$ cat src/rtl/branch_resolve_stage_pkg.sv
// Shared CPU definitions: branch type encodings and branch FSM states.
// Also holds the branch-taken rule so the decoder and EX agree on it.
package branch_resolve_stage_pkg;

  typedef enum logic [1:0] {
    BR_NONE = 2'b00,
    BR_BEQ  = 2'b01,
    BR_BNE  = 2'b10,
    BR_JMP  = 2'b11
  } br_type_e;

  typedef enum logic {
    ST_IDLE  = 1'b0,
    ST_FLUSH = 1'b1
  } br_state_e;

  localparam int FCNT_W = 3;

  function automatic logic br_taken(
    input logic [1:0] br_type,
    input logic       nonzero
  );
    logic t;
    t = 1'b0;
    unique case (br_type_e'(br_type))
      BR_NONE: t = 1'b0;
      BR_BEQ:  t = !nonzero;
      BR_BNE:  t = nonzero;
      BR_JMP:  t = 1'b1;
    endcase
    return t;
  endfunction

endpackage

$ cat src/rtl/branch_resolve_stage_flush_counter.sv
// Down-counter with load, enable and zero flag.
// Tracks the remaining flush cycles for the branch FSM.
module branch_resolve_stage_flush_counter #(
  parameter int W = 3
) (
  input  logic         clk_i,
  input  logic         rst_i,
  input  logic         en_i,
  input  logic         load_i,
  input  logic [W-1:0] load_val_i,
  input  logic         dec_i,
  output logic         zero_o
);

  logic [W-1:0] cnt_q;
  logic [W-1:0] cnt_d;

  always_comb begin
    cnt_d = cnt_q;
    if (en_i) begin
      if (load_i) begin
        cnt_d = load_val_i;
      end else if (dec_i && cnt_q != '0) begin
        cnt_d = cnt_q - W'(1);
      end
    end
  end

  always_ff @(posedge clk_i or negedge rst_i) begin
    if (!rst_i) begin
      cnt_q <= '0;
    end else begin
      cnt_q <= cnt_d;
    end
  end

  assign zero_o = (cnt_q == '0);

endmodule

$ cat src/rtl/branch_resolve_stage.sv
// Branch resolution: PC redirect pulse, multi-cycle flush and
// a saturating taken-branch counter, all outputs registered.
module branch_resolve_stage
  import branch_resolve_stage_pkg::*;
#(
  parameter int ADDR_W       = 32,
  parameter int FLUSH_CYCLES = 2,
  parameter int CNT_W        = 16
) (
  input  logic              clk_i,
  input  logic              rst_i,
  input  logic              valid_i,
  input  logic [1:0]        br_type_i,
  input  logic              nonzero_i,
  input  logic [ADDR_W-1:0] target_i,
  input  logic              stall_i,
  output logic              pc_src_o,
  output logic [ADDR_W-1:0] pc_target_o,
  output logic              flush_o,
  output logic              busy_o,
  output logic [CNT_W-1:0]  taken_cnt_o
);

  localparam logic [FCNT_W-1:0] FLUSH_LOAD =
    FCNT_W'(FLUSH_CYCLES - 1);

  br_state_e         state_q, state_d;
  logic              pc_src_q, pc_src_d;
  logic [ADDR_W-1:0] pc_target_q, pc_target_d;
  logic              flush_q, flush_d;
  logic [CNT_W-1:0]  taken_cnt_q, taken_cnt_d;

  logic cnt_load;
  logic cnt_dec;
  logic cnt_zero;
  logic taken;

  assign taken = br_taken(br_type_i, nonzero_i);

  always_comb begin
    state_d     = state_q;
    pc_src_d    = pc_src_q;
    pc_target_d = pc_target_q;
    flush_d     = flush_q;
    taken_cnt_d = taken_cnt_q;
    cnt_load    = 1'b0;
    cnt_dec     = 1'b0;
    if (!stall_i) begin
      unique case (state_q)
        ST_IDLE: begin
          pc_src_d = 1'b0;
          flush_d  = 1'b0;
          if (valid_i && taken) begin
            pc_src_d    = 1'b1;
            pc_target_d = target_i;
            flush_d     = 1'b1;
            cnt_load    = 1'b1;
            state_d     = ST_FLUSH;
            if (taken_cnt_q != '1) begin
              taken_cnt_d = taken_cnt_q + CNT_W'(1);
            end
          end
        end
        // wrong-path instructions are ignored here
        ST_FLUSH: begin
          pc_src_d = 1'b0;
          if (cnt_zero) begin
            state_d = ST_IDLE;
            flush_d = 1'b0;
          end else begin
            cnt_dec = 1'b1;
            flush_d = 1'b1;
          end
        end
      endcase
    end
  end

  always_ff @(posedge clk_i or negedge rst_i) begin
    if (!rst_i) begin
      state_q     <= ST_IDLE;
      pc_src_q    <= 1'b0;
      pc_target_q <= '0;
      flush_q     <= 1'b0;
      taken_cnt_q <= '0;
    end else begin
      state_q     <= state_d;
      pc_src_q    <= pc_src_d;
      pc_target_q <= pc_target_d;
      flush_q     <= flush_d;
      taken_cnt_q <= taken_cnt_d;
    end
  end

  branch_resolve_stage_flush_counter #(
    .W(FCNT_W)
  ) u_flush_counter (
    .clk_i      (clk_i),
    .rst_i      (rst_i),
    .en_i       (!stall_i),
    .load_i     (cnt_load),
    .load_val_i (FLUSH_LOAD),
    .dec_i      (cnt_dec),
    .zero_o     (cnt_zero)
  );

  assign pc_src_o    = pc_src_q;
  assign pc_target_o = pc_target_q;
  assign flush_o     = flush_q;
  assign busy_o      = (state_q == ST_FLUSH);
  assign taken_cnt_o = taken_cnt_q;

endmodule

$ cat config.mk
export PLATFORM = sky130hd
export DESIGN_NAME = branch_resolve_stage
export DESIGN_NICKNAME = d
export VERILOG_FILES = /design/src/rtl/branch_resolve_stage_pkg.sv /design/src/rtl/branch_resolve_stage_flush_counter.sv /design/src/rtl/branch_resolve_stage.sv
export SDC_FILE = /design/constraint.sdc
export NUM_CORES = 1
export LEC_CHECK = 0
export ABC_CLOCK_PERIOD_IN_PS = 1860
export BUFFER_PORTS_ARGS = -buffer_cell sky130_fd_sc_hd__buf_2
export CORE_MARGIN = 3
export CORE_UTILIZATION = 50
export CTS_BUF_LIST = sky130_fd_sc_hd__clkbuf_8
export CTS_CLUSTER_SIZE = 28
export DETAILED_ROUTE_END_ITERATION = 6
export PLACE_DENSITY = 0.81
export SKIP_CTS_REPAIR_TIMING = 1
export SYNTH_ARGS = -nofsm -noshare
export SYNTH_HDL_FRONTEND = slang
export SYNTH_SLANG_ARGS = --single-unit
$ cat constraint.sdc
create_clock -name clk_i -period 1.86 [get_ports clk_i]
set_input_delay 0.186 -clock clk_i [delete_from_list [all_inputs] [get_ports clk_i]]
set_output_delay 0.186 -clock clk_i [all_outputs]
set_load 0.005 [all_outputs]
==> run summary, run 1 <==
syn avg cell area: 9.946 um2
Max Fclk: 585.5 MHz
max-cap violations: 0
FP Rows: 24
Slew HR: 76.50%
synth warn: 0
synth top area cells: dfrtp_1 57%, nand2_1 17%, xor2_1 3.7%
clock tree from TritonCTS: done
routed vias: 1905
worst setup path start: taken_cnt_o[0]$_DFFE_PN0P_
Arrival @ worst endpoint: 1.88 ns
Leak: 1.658 nW
TNS Setup: 0 ns
RSZ-0062 raised after global routing: no
grt total ovfl: 0
DP Worst Slack: 0.1386 ns
CTS max path bufs: 2
reg-to-reg startpoint: taken_cnt_o[0]$_DFFE_PN0P_
reg2reg end: taken_cnt_o[4]$_DFFE_PN0P_
Hold Path Class: in -> reg
crit path cell chain: ha_1 > nand2_1 > nor3_4 > buf_4 > a211oi_1 > xor2_1
clock sink total: 53
Synth top area share: 56.75%
Worst-Margin Slew: 0.3524 ns
initial core utilization: 52.59%
number of synthesized flops with an enable pin: 0
Max FO, Critical Path: 9
number of diodes: 0
Residual DRC: 0
crit-path max cell delay: 0.41 ns
Die H: 74.37 um
floorplan die width: 74.37 um
clk slew on worst S/H paths: 0.09 ns
Skew-Pair Late Insertion Delay: 0.30 ns
Post-Synth Simple-Gate Area: 25.96%
multi-input logic area: 928.4 um2
setup violators final: 0
min-delay src: target_i[5]
worst r2r path cells: 6
Top FF cell, synth: dfrtp_1
Compound-Gate Fraction of Synth Area: 4.550%
CP endpoint kind: register
Final Hold Vio Count: 0
Yosys cell types: 33
vias in the first global route: 1743
CTS H-Tree Depth: 2
I/O pin count: 90
area of the die: 5531 um2
DRT iter0 DRCs: 91
Synth Register Bits: 53
Worst Path Required: 2.03 ns
Pwr Total: 0.003678 W
Placed Area: 2861 um2
Commonest cells post-synth: 104 x nand2_1, 53 x dfrtp_1, 10 x xor2_1
P&R area growth vs syn: 26.71%
Worst Clk Skew: 0.003425 ns
Synth Cell Area: 2337 um2
WL/cell: 13.17 um
maximum vdd ir drop: 0.0006423 V
PwrDens: 1242 nW/um2
GPL Wtd Cong: 0.8401
CP Buf/Inv Count: 1
Mapped Cells: 235
CP Launch Type: register
DRT Pass-1 Iters: 4
antenna violations before repair: 0
Final Instance Area: 2962 um2
final worst slack: 0.1520 ns
vias per inst: 5.013
Worst path slowest cell: dfrtp_1
Detailed Route WL: 5003 um
Reg area: 1326 um2
first-pass GRT wire length: 7776 um
Hold EP: pc_target_o[5]$_DFFE_PN0P_
WHS Path Cells: 3
Antenna Nets Post-Route: 0
core box area: 4444 um2
largest net degree at the start of global routing: 54
setup slack, reg-to-reg: 0.15 ns
largest family of logic cells by synthesized area: simple AND/OR/NAND/NOR gates
CP top delay family: simple AND/OR/NAND/NOR gates
Seq/Total Area, Yosys: 56.75%
layout filler cell count: 354
post-synthesis mux area share: 1.606%
post-synth top area cell: dfrtp_1
port buffer count: 89
outcome: finished, final reports clean
Tmin final: 1.708 ns
most frequent cell after synthesis: nand2_1
Net Count, Synth: 277
Final Cycle Share: 91.83%
fraction of layout cells with a size suffix above 1: 35.06%
Post-Synth XOR/XNOR Area: 5.996%
post-synthesis adder-cell area fraction: 1.606%
final max-slew violation count: 0
post-DP HPWL: 3605 um
Clock Tree Root: clkbuf_8
Final #Nets: 370
All-Layer GR Usage: 17.83%
cts bufs inserted: 5
kind of critical path: reg -> reg
Async SR Flop Fraction: 100.0%
## per-layer routing
metal	track usage, %	vias up	share of wire [%]
li1	-	941	-
met1	23.86	887	46
met2	29.37	72	46
met4	5.336	0	0.80
met3	3.649	5	7.3
met5	0	-	0
## worst max path at each step
stage                                                 to  cells past startpoint
detailed placement            taken_cnt_o[4]$_DFFE_PN0P_                      6
floorplan           u_flush_counter.cnt_q[1]$_DFFE_PN0P_                      6
finish                        taken_cnt_o[4]$_DFFE_PN0P_                      6
global placement              taken_cnt_o[9]$_DFFE_PN0P_                      6
CTS                           taken_cnt_o[4]$_DFFE_PN0P_                      6
global route                 taken_cnt_o[14]$_DFFE_PN0P_                      6
## where the power goes
part | internal [W] | total (W) | switching (W) | leakage (nW)
logic | 0.000591 | 0.00118 | 0.000593 | 0.944
clock network | 0.000295 | 0.000651 | 0.000356 | 0.0433
registers | 0.00159 | 0.00184 | 0.000250 | 0.671
total | 0.00248 | 0.00368 | 0.00120 | 1.66
## layout make-up
type                       count  share of cell area, %
clock buffer                   6                  2.788
sequential                    53                  44.78
clock inverter                 1                 0.2535
inverter                       7                 0.8872
timing repair buffer          96                  17.74
multi-input combinational    165                  31.35
tap                           52                  2.197
## registers in the layout (all words and copies together), names as in the netlist
register / cells
u_flush_counter.cnt_q: 3
flush_o: 1
taken_cnt_o: 16
pc_src_o: 1
pc_target_o: 32
## tightest hold or removal path, stage by stage
cell	delay, ns
buf_2	0.07
nand2_1	0.04
nand2_1	0.04
## layout by cell type, fill, tap and decap left out, drive strengths merged
cell	count
mux2	3
xor2	10
clkinvlp	1
nor4	4
a21oi	2
nor3b	1
xnor2	6
and3	3
and2	1
nand3	5
and4	1
o21ai	1
ha	3
nor2	4
or2	2
nor3	1
nand2	104
inv	7
a2111oi	3
nand4	7
clkbuf	6
dfrtp	53
buf	95
a211oi	4
dlygate4sd3	1
## cell families (layout without fill, tap and decap cells)
group                    after synthesis  count (layout)
multiplexers                           3               3
AO/OA/AOI/OAI                         10              10
buffers and inverters                 17             110
AND/OR/NAND/NOR                      133             133
adder cells (fa/ha/maj)                3               3
XOR/XNOR                              16              16
flip-flops                            53              53
## per-stage QoR
step / cells / util (%) / hold WS (ns)
6_report: 380 / 66.64 / 0.07051
5_1_grt: 380 / 66.64 / 0.07958
4_1_cts: 379 / 66.41 / -0.1247
3_5_place_dp: 372 / 64.39 / 0.2019
3_3_place_gp: 372 / 64.39 / 0.2030
2_1_floorplan: 235 / - / -0.1096
No activity file was read; power rests on OpenSTA's default activity.
==> run 2: changes to the inputs <==
Settings changed: SYNTH_HIERARCHICAL set to 1.
==> run 2 against run 1 <==
Via count grew 1.6%. Critical path depth unchanged. Utilization rose by 0.34 points. Synthesized cell count rose by 4.7%. Sequential power hardly changed. Fmax increased by 2.4%. Clock-buffer cell count did not move. Non-clock buffer count rose by 1. Sequential share of layout area fell by 0.23 points. Cell area rose by 0.51%. Total power up 3.6%.
==> run summary, run 2 <==
end point of the critical path: taken_cnt_o[9]$_DFFE_PN0P_
CTS max path bufs: 2 (unchanged)
Worst Clk Skew: 0.005283 ns (+0.001858 ns)
clock sink total: 53 (unchanged)
Final Cycle Share: 89.70% (-2.1 points)
Synth top area share: 56.65% (-0.091 points)
Seq/Total Area, Yosys: 56.65% (-0.091 points)
Top FF cell, synth: dfrtp_1
maximum vdd ir drop: 0.0006120 V (-4.7%)
All-Layer GR Usage: 18.47% (+0.65 points)
vias per inst: 4.924 (-1.8%)
largest net degree at the start of global routing: 29 (-46%)
routed vias: 1935 (+1.6%)
worst r2r path cells: 6 (unchanged)
grt total ovfl: 0 (unchanged)
worst setup path start: taken_cnt_o[0]$_DFFE_PN0P_
FP Rows: 24 (unchanged)
fin util: 66.98% (+0.34 points)
GPL Wtd Cong: 0.8092 (-3.7%)
synth top area cells: dfrtp_1 57%, nand2_1 17%, xor2_1 5.6%
Max FO, Critical Path: 10 (+1)
TNS Setup: 0 ns (unchanged)
Mapped Cells: 246 (+4.7%)
vias in the first global route: 1856 (+6.5%)
Die H: 74.43 um (about the same)
Slew HR: 60.00% (-16 points)
clk slew on worst S/H paths: 0.09 ns (about the same)
first-pass GRT wire length: 7983 um (+2.7%)
Clock Tree Root: clkbuf_8
number of diodes: 0 (unchanged)
Synth Cell Area: 2341 um2 (+0.16%)
Arrival @ worst endpoint: 1.84 ns (-0.04 ns)
antenna violations before repair: 0 (unchanged)
CP endpoint kind: register
PwrDens: 1280 nW/um2 (+3.1%)
Residual DRC: 0 (unchanged)
most frequent cells in the layout: 105 x nand2_1, 89 x buf_2, 53 x dfrtp_1
most common cell after layout, fill and taps aside: nand2_1
kind of critical path: reg -> reg
port buffer count: 89 (unchanged)
Leak: 1.721 nW (+3.8%)
fraction of layout cells with a size suffix above 1: 31.96% (-3.1 points)
setup violators final: 0 (unchanged)
Skew-Pair Late Insertion Delay: 0.30 ns (about the same)
Worst Path Required: 2.03 ns (about the same)
syn avg cell area: 9.516 um2 (-4.3%)
Tmin final: 1.669 ns (-0.03945 ns)
outcome: finished, final reports clean
DRT Pass-1 Iters: 4 (unchanged)
RSZ-0062 raised after global routing: no
Detailed Route WL: 4947 um (-1.1%)
WHS: 0.06935 ns (-0.001160 ns)
post-DP HPWL: 3596 um (-0.24%)
initial core utilization: 52.67% (+0.084 points)
Final #Nets: 382 (+3.2%)
area of the die: 5539 um2 (+0.15%)
post-synth top area cell: dfrtp_1
Worst-Margin Slew: 0.5999 ns (+0.2475 ns)
Async SR Flop Fraction: 100.0% (unchanged)
setup slack, reg-to-reg: 0.19 ns (+0.04 ns)
floorplan die width: 74.43 um (about the same)
core box area: 4444 um2 (unchanged)
reg-to-reg startpoint: taken_cnt_o[0]$_DFFE_PN0P_
Commonest cells post-synth: 105 x nand2_1, 53 x dfrtp_1, 15 x xor2_1
Hold Path Class: in -> reg
DRT iter0 DRCs: 95 (+4.4%)
Antenna Nets Post-Route: 0 (unchanged)
Synth Register Bits: 53 (unchanged)
most frequent cell after synthesis: nand2_1
cts bufs inserted: 5 (unchanged)
P&R area growth vs syn: 27.15%
reg2reg end: taken_cnt_o[9]$_DFFE_PN0P_
Yosys cell types: 32 (-3.0%)
CP Launch Type: register
final max-slew violation count: 0 (unchanged)
Final Hold Vio Count: 0 (unchanged)
Max Fclk: 599.3 MHz (+2.4%)
CTS H-Tree Depth: 2 (unchanged)
I/O pin count: 90 (unchanged)
synth warn: 6 (+6)
WL/cell: 12.59 um (-4.4%)
number of synthesized flops with an enable pin: 0 (unchanged)
clock tree from TritonCTS: done
max-cap violations: 0 (unchanged)
number of flip-flops in the largest register: 32 (unchanged)
[run 2: cell types whose count changed after synthesis, moves of 2 or more]
cell and delta:
nor3_1 +4, mux2_2 -2, nor4_1 +4, xnor2_1 -6, buf_2 -2, a211oi_1 -4
a2111oi_2 -2, nor2_1 +2, conb_1 +2, mux2i_1 +2, buf_6 +2, xor2_1 +5
[run 2: cell families (layout without fill, tap and decap cells)]
family                   after synthesis  in the layout  share of synthesized area (%)
adder cells (fa/ha/maj)                3              3                          1.604
multiplexers                           4              4                          1.977
flip-flops                            53             53                          56.65
other                                  2              4                         0.3208
AND/OR/NAND/NOR                      143            143                          27.15
buffers and inverters                 19            112                          4.436
XOR/XNOR                              15             15                          5.612
AO/OA/AOI/OAI                          7              7                          2.245
[run 2: final cells by class]
cell class	count	area (um2)
inverter	7	26.28
clock buffer	6	82.58
tap	52	65.06
clock inverter	2	37.54
sequential	53	1326
multi-input combinational	176	918.4
fill	376	1468
timing repair buffer	97	520.5
[run 2: metrics by stage]
| stage | total power [W] | area (um2) | cells | worst slack [ns] |
|---|---|---|---|---|
| finish | 0.003809 | 2977 | 393 | 0.1915 |
| CTS | 0.003874 | 2967 | 392 | 0.1960 |
| detailed placement | 0.003056 | 2846 | 384 | 0.2230 |
| global placement | 0.002991 | 2846 | 384 | 0.2803 |
| global route | 0.004132 | 2977 | 393 | 0.03766 |
| floorplan | 0.002444 | 2349 | 248 | 0.1849 |
[run 2: metal layers]
layer	global-route usage [%]	up-vias	wire [um]	part of all wire [%]
met5	0	-	0	0
met4	3.953	0	28	0.57
met3	4.595	4	315	6.4
met2	32.59	66	2489	50
met1	22.97	895	2114	43
li1	-	970	-	-
[run 2: where the power goes]
group | total (W) | internal, W | switching (W)
sequential | 0.00184 | 0.00158 | 0.000254
combinational | 0.00118 | 0.000579 | 0.000597
clock | 0.000797 | 0.000438 | 0.000360
total | 0.00381 | 0.00260 | 0.00121
[run 2: worst min path at each step]
stage | from | slack, ns | cells after the start | end
after floorplan | rst_i | -0.11 | 0 | flush_o$_DFFE_PN0N_
after global routing | target_i[19] | 0.06 | 3 | pc_target_o[19]$_DFFE_PN0P_
after detailed placement | rst_i | 0.23 | 1 | taken_cnt_o[13]$_DFFE_PN0P_
after CTS | rst_i | -0.1 | 1 | u_flush_counter/cnt_q[1]$_DFFE_PN0P_
final | target_i[20] | 0.07 | 3 | pc_target_o[20]$_DFFE_PN0P_
after global placement | rst_i | 0.22 | 1 | taken_cnt_o[13]$_DFFE_PN0P_
[run 2: worst max-delay path: stages, from the launching register on]
cell and delay [ns]:
dfrtp_1 0.41, ha_1 0.22, nand4_1 0.13, nor4_2 0.32, buf_4 0.23, nor4_1 0.09, xor2_1 0.15
